<file path="src/rtl/keypad_matrix_emulator_pkg.sv">
// rtl/keypad_matrix_emulator_pkg.sv - key codes, FSM states and key-to-matrix mapping
package keypad_matrix_emulator_pkg;

    localparam logic [3:0] KEY_A    = 4'hA;
    localparam logic [3:0] KEY_B    = 4'hB;
    localparam logic [3:0] KEY_C    = 4'hC;
    localparam logic [3:0] KEY_D    = 4'hD;
    localparam logic [3:0] KEY_STAR = 4'hE;
    localparam logic [3:0] KEY_HASH = 4'hF;

    typedef enum logic [1:0] {
        IDLE    = 2'd0,
        PRESS   = 2'd1,
        RELEASE = 2'd2
    } emu_state_t;

    typedef struct packed {
        logic [1:0] row;
        logic [1:0] col;
    } rowcol_t;

    // Position of a key in the 4x4 matrix; shared with the scanning decoder
    function automatic rowcol_t key_to_rowcol(input logic [3:0] code);
        rowcol_t rc;
        rc = '0;
        case (code)
            4'h1:     rc = '{row: 2'd0, col: 2'd0};
            4'h2:     rc = '{row: 2'd0, col: 2'd1};
            4'h3:     rc = '{row: 2'd0, col: 2'd2};
            KEY_A:    rc = '{row: 2'd0, col: 2'd3};
            4'h4:     rc = '{row: 2'd1, col: 2'd0};
            4'h5:     rc = '{row: 2'd1, col: 2'd1};
            4'h6:     rc = '{row: 2'd1, col: 2'd2};
            KEY_B:    rc = '{row: 2'd1, col: 2'd3};
            4'h7:     rc = '{row: 2'd2, col: 2'd0};
            4'h8:     rc = '{row: 2'd2, col: 2'd1};
            4'h9:     rc = '{row: 2'd2, col: 2'd2};
            KEY_C:    rc = '{row: 2'd2, col: 2'd3};
            KEY_STAR: rc = '{row: 2'd3, col: 2'd0};
            4'h0:     rc = '{row: 2'd3, col: 2'd1};
            KEY_HASH: rc = '{row: 2'd3, col: 2'd2};
            KEY_D:    rc = '{row: 2'd3, col: 2'd3};
            default:  rc = '0;
        endcase
        return rc;
    endfunction

    // Largest of three timing parameters, used to size the shared counter
    function automatic int max3(input int a, input int b, input int c);
        int m;
        m = a;
        if (b > m) m = b;
        if (c > m) m = c;
        return m;
    endfunction

endpackage

</file>
<file path="src/rtl/keypad_matrix_emulator_counter.sv">
// rtl/keypad_matrix_emulator_counter.sv - loadable down counter with zero flag
module emu_down_counter #(
    parameter int WIDTH = 8
) (
    input  logic             clk,
    input  logic             rst,
    input  logic             load,
    input  logic [WIDTH-1:0] load_value,
    input  logic             enable,
    output logic [WIDTH-1:0] count,
    output logic             zero
);

    // Load has priority; counting stops at zero
    always_ff @(posedge clk or negedge rst) begin
        if (!rst) begin
            count <= '0;
        end else if (load) begin
            count <= load_value;
        end else if (enable && (count != '0)) begin
            count <= count - 1'b1;
        end
    end

    assign zero = (count == '0);

endmodule

</file>
<file path="src/rtl/keypad_matrix_emulator.sv">
// rtl/keypad_matrix_emulator.sv - 4x4 keypad switch-matrix model; optional contact bounce under KEYPAD_EMU_BOUNCE_EN
module keypad_matrix_emulator
    import keypad_matrix_emulator_pkg::*;
#(
    parameter int HOLD_CYCLES    = 200,
    parameter int RELEASE_CYCLES = 100,
    parameter int BOUNCE_CYCLES  = 8
) (
    input  logic       clk,
    input  logic       rst,
    input  logic [3:0] key_code,
    input  logic       key_valid,
    output logic       key_ready,
    input  logic [3:0] matricial_lin,
    output logic [3:0] matricial_col,
    output logic       busy,
    output logic [7:0] keys_sent
);

    localparam int CW = $clog2(max3(HOLD_CYCLES, RELEASE_CYCLES, BOUNCE_CYCLES) + 1);
    localparam logic [CW-1:0] HOLD_LOAD    = CW'(HOLD_CYCLES - 1);
    localparam logic [CW-1:0] RELEASE_LOAD = CW'(RELEASE_CYCLES - 1);

    emu_state_t    state;
    emu_state_t    state_next;
    logic          contact;
    logic          contact_next;
    logic [1:0]    row_q;
    logic [1:0]    col_q;
    rowcol_t       key_pos;
    logic          accept;
    logic          sent_inc;
    logic          cnt_load;
    logic [CW-1:0] cnt_value;
    logic [CW-1:0] cnt;
    logic          cnt_zero;
    logic          press_contact;
    logic          release_contact;

    assign key_pos = key_to_rowcol(key_code);

    emu_down_counter #(
        .WIDTH(CW)
    ) u_counter (
        .clk       (clk),
        .rst       (rst),
        .load      (cnt_load),
        .load_value(cnt_value),
        .enable    (state != IDLE),
        .count     (cnt),
        .zero      (cnt_zero)
    );

`ifdef KEYPAD_EMU_BOUNCE_EN
    localparam logic [CW-1:0] HOLD_LEN    = CW'(HOLD_CYCLES);
    localparam logic [CW-1:0] RELEASE_LEN = CW'(RELEASE_CYCLES);
    localparam logic [CW-1:0] BOUNCE_LEN  = CW'(BOUNCE_CYCLES);

    // Index within the phase of the cycle the next edge enters; the
    // counter reads N-1-index during a phase of length N.
    logic [CW-1:0] press_idx;
    logic [CW-1:0] release_idx;
    assign press_idx       = HOLD_LEN - cnt;
    assign release_idx     = RELEASE_LEN - cnt;
    assign press_contact   = (press_idx < BOUNCE_LEN) ? ~press_idx[0] : 1'b1;
    assign release_contact = (release_idx < BOUNCE_LEN) ? release_idx[0] : 1'b0;
`else
    assign press_contact   = 1'b1;
    assign release_contact = 1'b0;
`endif

    // State register
    always_ff @(posedge clk or negedge rst) begin
        if (!rst) begin
            state <= IDLE;
        end else begin
            state <= state_next;
        end
    end

    // Next state, handshake, counter control and next contact level
    always_comb begin
        state_next   = state;
        key_ready    = 1'b0;
        busy         = 1'b0;
        accept       = 1'b0;
        sent_inc     = 1'b0;
        cnt_load     = 1'b0;
        cnt_value    = HOLD_LOAD;
        contact_next = contact;
        case (state)
            IDLE: begin
                key_ready    = 1'b1;
                contact_next = 1'b0;
                if (key_valid) begin
                    accept       = 1'b1;
                    cnt_load     = 1'b1;
                    cnt_value    = HOLD_LOAD;
                    contact_next = 1'b1;
                    state_next   = PRESS;
                end
            end
            PRESS: begin
                busy = 1'b1;
                if (cnt_zero) begin
                    contact_next = 1'b0;
                    cnt_load     = 1'b1;
                    cnt_value    = RELEASE_LOAD;
                    state_next   = RELEASE;
                end else begin
                    contact_next = press_contact;
                end
            end
            RELEASE: begin
                busy = 1'b1;
                if (cnt_zero) begin
                    contact_next = 1'b0;
                    sent_inc     = 1'b1;
                    state_next   = IDLE;
                end else begin
                    contact_next = release_contact;
                end
            end
            default: begin
                contact_next = 1'b0;
                state_next   = IDLE;
            end
        endcase
    end

    // Contact level, latched key position and completed-press count
    always_ff @(posedge clk or negedge rst) begin
        if (!rst) begin
            contact   <= 1'b0;
            row_q     <= 2'd0;
            col_q     <= 2'd0;
            keys_sent <= 8'd0;
        end else begin
            contact <= contact_next;
            if (accept) begin
                row_q <= key_pos.row;
                col_q <= key_pos.col;
            end
            if (sent_inc) begin
                keys_sent <= keys_sent + 8'd1;
            end
        end
    end

    // Column return follows the row drive within the same cycle
    always_comb begin
        matricial_col = 4'hF;
        if (contact && !matricial_lin[row_q]) begin
            matricial_col[col_q] = 1'b0;
        end
    end

endmodule

</file>
<file path="config.mk">
export PLATFORM = sky130hd
export DESIGN_NAME = keypad_matrix_emulator
export DESIGN_NICKNAME = d
export VERILOG_FILES = /design/src/rtl/keypad_matrix_emulator_pkg.sv /design/src/rtl/keypad_matrix_emulator_counter.sv /design/src/rtl/keypad_matrix_emulator.sv
export SDC_FILE = /design/constraint.sdc
export NUM_CORES = 1
export LEC_CHECK = 0
export CAP_MARGIN = 5
export CORE_ASPECT_RATIO = 1.5
export CORE_MARGIN = 8
export CORE_UTILIZATION = 31
export CTS_CLUSTER_DIAMETER = 120
export DETAILED_ROUTE_END_ITERATION = 10
export GPL_TIMING_DRIVEN = 0
export SLEW_MARGIN = 20
export SYNTH_ARGS = -nofsm -noshare
export SYNTH_HDL_FRONTEND = slang
export SYNTH_SLANG_ARGS = --single-unit
</file>
<file path="constraint.sdc">
create_clock -name clk -period 5.4 [get_ports clk]
set_clock_uncertainty 0.15 [all_clocks]
set_input_delay 0.54 -clock clk [delete_from_list [all_inputs] [get_ports clk]]
set_output_delay 0.54 -clock clk [all_outputs]
set_load 0.005 [all_outputs]
</file>
## Word level (Yosys, flattened, before mapping)

Memory sizes are Yosys's and may differ from the RTL's. A register that Yosys moved wholly into a read port is not among the register bits.
Index checks and enable logic that the tools add are counted.

| word-level totals | value |
|---|---|
| bits in registers | 19 |
| memory bits (read-only) | 64 |
| input port bits | 11 |
| output and inout bits | 14 |
| memories kept | 1 |

| cells by class | value |
|---|---|
| $add $sub $neg | 2 |
| $lt $le $gt $ge | 3 |
| equality and inequality tests | 5 |
| muxes and demuxes | 22 |
| bitwise logic cells | 1 |
| reduce and logical (&&, ||, !) cells | 12 |

Memory list:

| memory | words | bits a word | read ports | clocked after Yosys merged registers in | wr ports | RTL line | RTL |
|---|---|---|---|---|---|---|---|
| (no name shown) | 16 | 4 | 1 | 1 | 0 | keypad_matrix_emulator_pkg.sv:26 | `case (code)` |

Operator list:

| kind | number |
|---|---|
| $mux 8 | 4 |
| $mux 1 | 9 |
| $add 8x1->8 const B | 1 |
| $logic_not 8->1 | 1 |
| $reduce_bool 8->1 | 1 |
| $sub 8x1->8 const B | 1 |
| $lt 2x3->1 const B | 2 |
| $mux 2 | 3 |
| $ne 2x2->1 const B | 3 |
| $pmux 2 s3 | 1 |
| $mux 4 | 1 |
| $not 4->4 | 1 |
| $pmux 1 s2 | 2 |
| $reduce_bool 2->1 | 2 |
| $logic_and 1x1->1 | 3 |
| $reduce_and 3->1 | 1 |
| $bmux 1 s2 | 1 |
| $demux 1 s2 | 1 |
| $eq 2x1->1 const B | 1 |
| $eq 2x2->1 const B | 1 |
| $ge 2x1->1 const B | 1 |
| $logic_not 1->1 | 2 |
| $logic_not 2->1 | 1 |
| $reduce_or 2->1 | 1 |

## Logic depth before layout (Yosys ltp)

Gate-level depths: netlist of run 1.

| logic depth | value |
|---|---|
| depth in word-level cells | 6 |
| depth in mapped cells | 7 |
| depth with buffers taken out | 6 |

## Hierarchy

Synthesis of run 1 repeated with hierarchy kept, for this count alone.

| second synthesis, totals | value |
|---|---|
| cells, all modules | 151 |
| area, all modules | 1421.4 sq um |

Modules (own cells, without submodules):

| module | times used | cells an instance | area each (sq um) | seq. area each (sq um) |
|---|---|---|---|---|
| keypad_matrix_emulator | 1 | 93 | 893.4 | 375.4 |
| emu_down_counter | 1 | 58 | 528.0 | 200.2 |

## Worst setup path after synthesis of run 1

No wires, ideal clock.

| path | value |
|---|---|
| kind | input to output |
| from | in matricial_lin[3] |
| to | out matricial_col[3] |
| arrival | 1.298 ns |
| data required time | 4.710 ns |
| slack | 3.412 ns |
| stages on the path | 3 |
| path buffers | 0 |
| path through | mux4_2 -> nor2b_1 -> nand3_1 |

| on the way | value |
|---|---|
| longest elaborated chain between the ends | 5 |

RTL lines:

| element | RTL line | RTL |
|---|---|---|
| start: declaration | keypad_matrix_emulator.sv:14 | `input logic [3:0] matricial_lin,` |
| $bmux 1 s2 | keypad_matrix_emulator.sv:153 | `if (contact && !matricial_lin[row_q]) begin` |
| $mux 1 (not written as such) | keypad_matrix_emulator.sv:153 |  |
| $logic_not 1->1 | keypad_matrix_emulator.sv:153 |  |
| $logic_and 1x1->1 | keypad_matrix_emulator.sv:153 |  |
| $mux 4 | keypad_matrix_emulator.sv:153 |  |
| end: declaration | keypad_matrix_emulator.sv:15 | `output logic [3:0] matricial_col,` |

Every way passes these cells. The select of a mux whose other input is x is not followed.

## Worst setup path in the final report of run 1

| path | value |
|---|---|
| from | in matricial_lin[3] |
| to | out matricial_col[1] |

Same word-level chain as after synthesis.

==> results of run 1 <==
[routing by layer]
| metal | global-route usage, % | wire length (um) | vias up |
|---|---|---|---|
| li1 | - | - | 563 |
| met5 | 0 | 0 | - |
| met3 | 2.249 | 141 | 6 |
| met4 | 3.261 | 42 | 0 |
| met1 | 10.92 | 1356 | 564 |
| met2 | 15.87 | 1592 | 23 |
[flip-flops by register name (all words and copies together) (netlist names)]
signal,count
row_q,2
col_q,2
contact,1
u_counter.count,8
state,2
keys_sent,8
[cell type report]
cell class	count	area (um^2)	area share [%]
inverter	6	22.52	1.323
multi-input combinational	109	753.2	44.23
tap	46	57.56	3.380
clock buffer	4	45.04	2.645
sequential	23	575.6	33.80
timing repair buffer	23	225.2	13.23
buffer	4	23.77	1.396
[how the worst min path moves through the flow]
stage               slack [ns]      endpoint         start
finish                     0.1      state[0]           rst
global route              0.14      state[0]           rst
CTS                       0.33  keys_sent[7]  keys_sent[7]
detailed placement        0.31  keys_sent[7]  keys_sent[7]
global placement          0.31  keys_sent[7]  keys_sent[7]
floorplan                 0.09      col_q[0]           rst
[logic make-up (layout without fill, tap and decap cells)]
family | after synthesis | in the layout
buffers and inverters | 10 | 37
and+or+nand+nor | 62 | 62
xor gates and xnor gates | 7 | 7
DFF | 23 | 23
adders and majority gates | 6 | 6
AOI/OAI and AO/OA | 31 | 31
muxes | 3 | 3
[cell usage after synthesis (all sizes together)]
cell	n	area share, %
a32oi	1	0.64
a2bb2oi	2	1.7
or2	3	1.4
o2111ai	1	0.64
nor4b	2	2.8
nand2	15	4.1
and2	1	0.46
dfrtp	23	42
nand3b	3	1.6
xnor2	6	3.8
a31oi	1	0.46
o21bai	1	0.55
a221oi	1	0.64
a211oi	1	0.55
and3b	2	1.3
xor2	1	0.64
o311ai	1	0.64
mux2	2	1.9
or3	1	0.46
a22o	1	0.64
buf	2	1.2
inv	6	1.6
a21oi	6	2.2
or4	1	0.82
o21ai	11	4.3
ha	6	5.5
o31ai	3	1.6
nand3	7	2.5
o22ai	1	0.46
nand2b	5	2.3
nor2	9	2.5
mux4	1	1.6
nor3	6	2.9
clkbuf	2	0.55
nand4	3	1.4
nor2b	4	1.8
[power breakdown]
part	total, uW	leakage, uW	switching [uW]	internal (uW)
logic	301	0.000382	149	152
clock network	110	0.0000228	57.1	52.7
registers	272	0.000290	49.7	222
[through the flow]
| stage | power (uW) | hold WS [ns] | instances | area (um^2) | setup slack [ns] |
|---|---|---|---|---|---|
| 2_1_floorplan | 476.5 | 0.09441 | 142 | 1375 | 3.412 |
| 3_3_place_gp | 563.4 | 0.3111 | 211 | 1663 | 2.520 |
| 3_5_place_dp | 577.4 | 0.3124 | 211 | 1663 | 2.465 |
| 4_1_cts | 689.6 | 0.3281 | 215 | 1708 | 2.467 |
| 5_1_grt | 738.3 | 0.1393 | 215 | 1703 | 2.382 |
| 6_report | 682.6 | 0.09523 | 215 | 1703 | 2.493 |
==> flow_metrics.tcl, run 1 <==
set metrics [dict create \
    ys_types 43 \
    cp_top_family "buffers and inverters" \
    ys_seq_area_share_pct 41.86 \
    dp_hpwl_um 2383 \
    die_h_um 97.57 \
    grt_pass1_vias 1212 \
    antenna_found_initial 0 \
    clock.fmax_mhz 344.0 \
    reg2reg_depth 5 \
    crit_slowest_cell "mux4_2" \
    num_antenna_cells 0 \
    criticalPathCategory "input pin to output port" \
    r2r-start "u_counter.count[2]" \
    final_common_cell "dfrtp_1" \
    dr.first_iter.drc_count 25 \
    wl_per_cell_um 14.57 \
    dr.pass1.iters 4 \
    synthCells 142 \
    overflow 0 \
    fillers 429 \
    slew_headroom_pct 63.83 \
    synth_area_per_cell_um2 9.684 \
    grt_use_total_pct 9.323 \
    path_common_cell "clkdlybuf4s50_1" \
    fin_crit_ns 2.907 \
    report.final.slew_viol_count 0 \
    cp-start-kind "input pin" \
    area_growth_pct 23.84 \
    wirelength_um 3133 \
    maxCapViolations 0 \
    layout_common_cells "23 x dfrtp_1, 22 x clkdlybuf4s50_1, 15 x nand2_1, 9 x nor2_1, 8 x o21ai_0" \
    grt_pass1_wl_um 5540 \
    outcome "finished, final reports clean" \
    synth_xor_area_share_pct 4.459 \
    cts_tree "done" \
    tns_ns 0 \
    hold_violations 0 \
    cp_num_buf_inv 2 \
    ir_worst_vdd_mv 0.2552 \
    clk_path_buf_depth 2 \
    htreeDepth 1 \
    rr_endpoint "state[0]" \
    via_count 1156 \
    clkSlewWorstSetupHoldPaths_ns 0.09 \
    worst_slew_pin_slew_ns 0.5426 \
    cp.arrival_ns 2.22 \
    portBuffers 23 \
    critPathLaunch "matricial_lin[3]" \
    r2r_slack_ns 3.26 \
    drive_above_1_share_pct 11.24 \
    cp.depth 5 \
    p_leak_uw 0.0006949 \
    crit_path_end "matricial_col[1]" \
    drcViolationCount 0 \
    cp-end-kind "output port" \
    cts_resized 0 \
    synth_top_family_by_area "simple AND/OR/NAND/NOR gates" \
    netlist_area_mm2 0.001375 \
    cts_sinks 23 \
    synthSimpleGateAreaFrac_pct 26.30 \
    cts_hold_buf 0 \
    core_mm2 0.004245 \
    p_per_area_mw_per_mm2 400.9 \
    cp_max_fo 4 \
    critical_path.max_stage_delay_ns 0.47 \
    synthAdderAreaFrac_pct 5.460 \
    nets 187 \
    synth_compound_area_share_pct 15.01 \
    yosysWarnings 0 \
    grt_max_degree 24 \
    worstPathCellList "clkdlybuf4s50_1, mux4_2, nor2b_1, nand3b_1, clkdlybuf4s50_1" \
    clockRootBuffer "clkbuf_8" \
    chipWidth_um 70.38 \
    period_share_pct 53.84 \
    start_util_pct 32.39 \
    synthMuxAreaShare_pct 3.549 \
    cts_buffers 3 \
    viasPerCell 5.377 \
    clock_latency_ns 0.27 \
    rsz0062_at_grt "no" \
    finalCoreUtilization_pct 40.11 \
    ioPinCount 25 \
    ant_nets 0 \
    finalSetupViolations 0 \
    num_rows 29 \
    gp_congestion 0.7816 \
    syn_nets 159 \
    yosys_register_bits 23 \
    required_ns 4.71 \
    die-area_mm2 0.006867 \
    post-cts-setup-buffers 0 \
    hp-class "input pin to asynchronous set/reset pin" \
]
(Power assumes the default switching activity.)
==> run 2, diff against run 1 <==
- clock period: 5.4 -> 2.7 ns (I/O delays scaled with it)
==> flow_metrics.tcl, run 2 (synthesis results as in run 1) <==
set metrics [dict create \
    outcome "finished, final reports clean" \
    clock.fmax_mhz 419.9 \
    wl_met2_um 1594 \
    grt_pass1_wl_um 5540 \
    required_ns 2.28 \
    seq_area_um2 575.6 \
    portBuffers 23 \
    clkSlewWorstSetupHoldPaths_ns 0.09 \
    cts_resized 0 \
    die-area_mm2 0.006867 \
    chipWidth_um 70.38 \
    p_total_uw 1365 \
    fillers 428 \
    cts_tree "done" \
    core_mm2 0.004245 \
    clock_latency_ns 0.27 \
    drcViolationCount 0 \
    hp-class "input pin to flip-flop" \
    maxCapViolations 0 \
    p_sw_uw 510.9 \
    clockRootBuffer "clkbuf_8" \
    rsz0062_at_grt "no" \
    cp_max_fo 4 \
    p_seq_share_pct 39.8 \
    p_leak_uw 0.0006991 \
    gp_congestion 0.7816 \
    num_rows 29 \
    p_clk_share_pct 16.1 \
    overflow 0 \
    viasPerCell 5.347 \
    worst_slew_pin_slew_ns 0.5422 \
    drive_above_1_share_pct 11.18 \
    wirelength_um 3131 \
    dp_hpwl_um 2383 \
    dpl_cell_area_mm2 0.001663 \
    hold_ws_ns 0.3049 \
    slew_headroom_pct 63.85 \
    nets 188 \
    multi_input_area_um2 753.2 \
    layout_common_cells "23 x dfrtp_1, 22 x clkdlybuf4s50_1, 15 x nand2_1, 9 x nor2_1, 8 x o21ai_0" \
    largest_registers "keys_sent: 8 flops, u_counter.count: 8 flops" \
    grt_use_total_pct 9.323 \
    start_util_pct 32.39 \
    wl_per_cell_um 14.50 \
    final_common_cell "dfrtp_1" \
    dr.pass1.iters 4 \
    routed.top_layer "met4" \
    cp.arrival_ns 1.96 \
    cp-start-kind "flip-flop" \
    antenna_found_initial 0 \
    via_count 1155 \
    area_growth_pct 24.57 \
    dr_wl_met3_um 147 \
    cp-end-kind "output port" \
    num_antenna_cells 0 \
    switching_share_pct 37.44 \
    cts_buffers 3 \
    hold_violations 0 \
    cts_sinks 23 \
    final_area_mm2 0.001713 \
    ioPinCount 25 \
    die_h_um 97.57 \
    wl_met1_um 1346 \
    p_per_area_mw_per_mm2 796.7 \
    tns_ns 0 \
    power_frac_comb_pct 44.1 \
    finalSetupViolations 0 \
    grt_max_degree 24 \
    criticalPathCategory "flip-flop to output port" \
    period_share_pct 88.20 \
    clk_path_buf_depth 2 \
    fin_cells 216 \
    grt_pass1_vias 1212 \
    dr.first_iter.drc_count 24 \
    htreeDepth 1 \
    place_inst 211 \
    ir_worst_vdd_mv 0.5094 \
    fin_crit_ns 2.381 \
    ant_nets 0 \
    p_int_uw 853.7 \
    report.final.slew_viol_count 0 \
]
## run 2: cell types whose count changed in the layout (fill, tap and decap cells not counted)
| cell | change |
|---|---|
| dlygate4sd3_1 | +1 |
## run 2: stage by stage
step           worst slack, ns  util [%]
4_1_cts                 0.2842     40.23
2_1_floorplan           0.7310         -
5_1_grt                 0.1848     40.35
3_5_place_dp            0.3047     39.17
6_report                0.3187     40.35
3_3_place_gp            0.3598     39.17
## run 2: final timing paths
check,slack (ns),endpoint,depth (start not counted),startpoint
setup / recovery,0.32,matricial_col[1],4,row_q[0]
hold / removal,0.30,row_q[0],3,key_code[1]
setup reg to reg,0.56,state[0],5,u_counter.count[2]
hold reg to reg,0.32,keys_sent[7],1,keys_sent[7]
max in group asynchronous,1.67,u_counter.count[6],2,rst
min in group asynchronous,0.36,state[0],2,rst
## run 2: layer usage
layer | vias up | track usage [%]
met3 | 6 | 2.249
met2 | 25 | 15.87
met5 | - | 0
met1 | 560 | 10.92
li1 | 564 | -
met4 | 0 | 3.261
## run 2: critical path, stage by stage, from the launching register on
cell	delay, ns
dfrtp_1	0.38
mux4_2	0.50
nor2b_1	0.24
nand3b_1	0.11
clkdlybuf4s50_1	0.46
## run 2: final cells by class
class,count,share of cell area [%]
Multi-Input combinational cell,109,43.97
Sequential cell,23,33.60
Timing Repair Buffer,24,13.73
Tap cell,46,3.360
Clock buffer,4,2.630
Buffer,4,1.388
Inverter,6,1.315
## run 2: repair_timing
item / in CTS / in global routing
hold buffers: 0 / 1
setup buffers: 0 / 0
endpoints found under the hold margin: 0 / 23
## run 2: power by group through the flow
stage	sequential, uW	clock (uW)	combinational, uW
floorplan	525	0	428
global placement	540	0	586
detailed placement	548	0	607
CTS	543	225	610
global route	559	237	682
finish	543	220	602
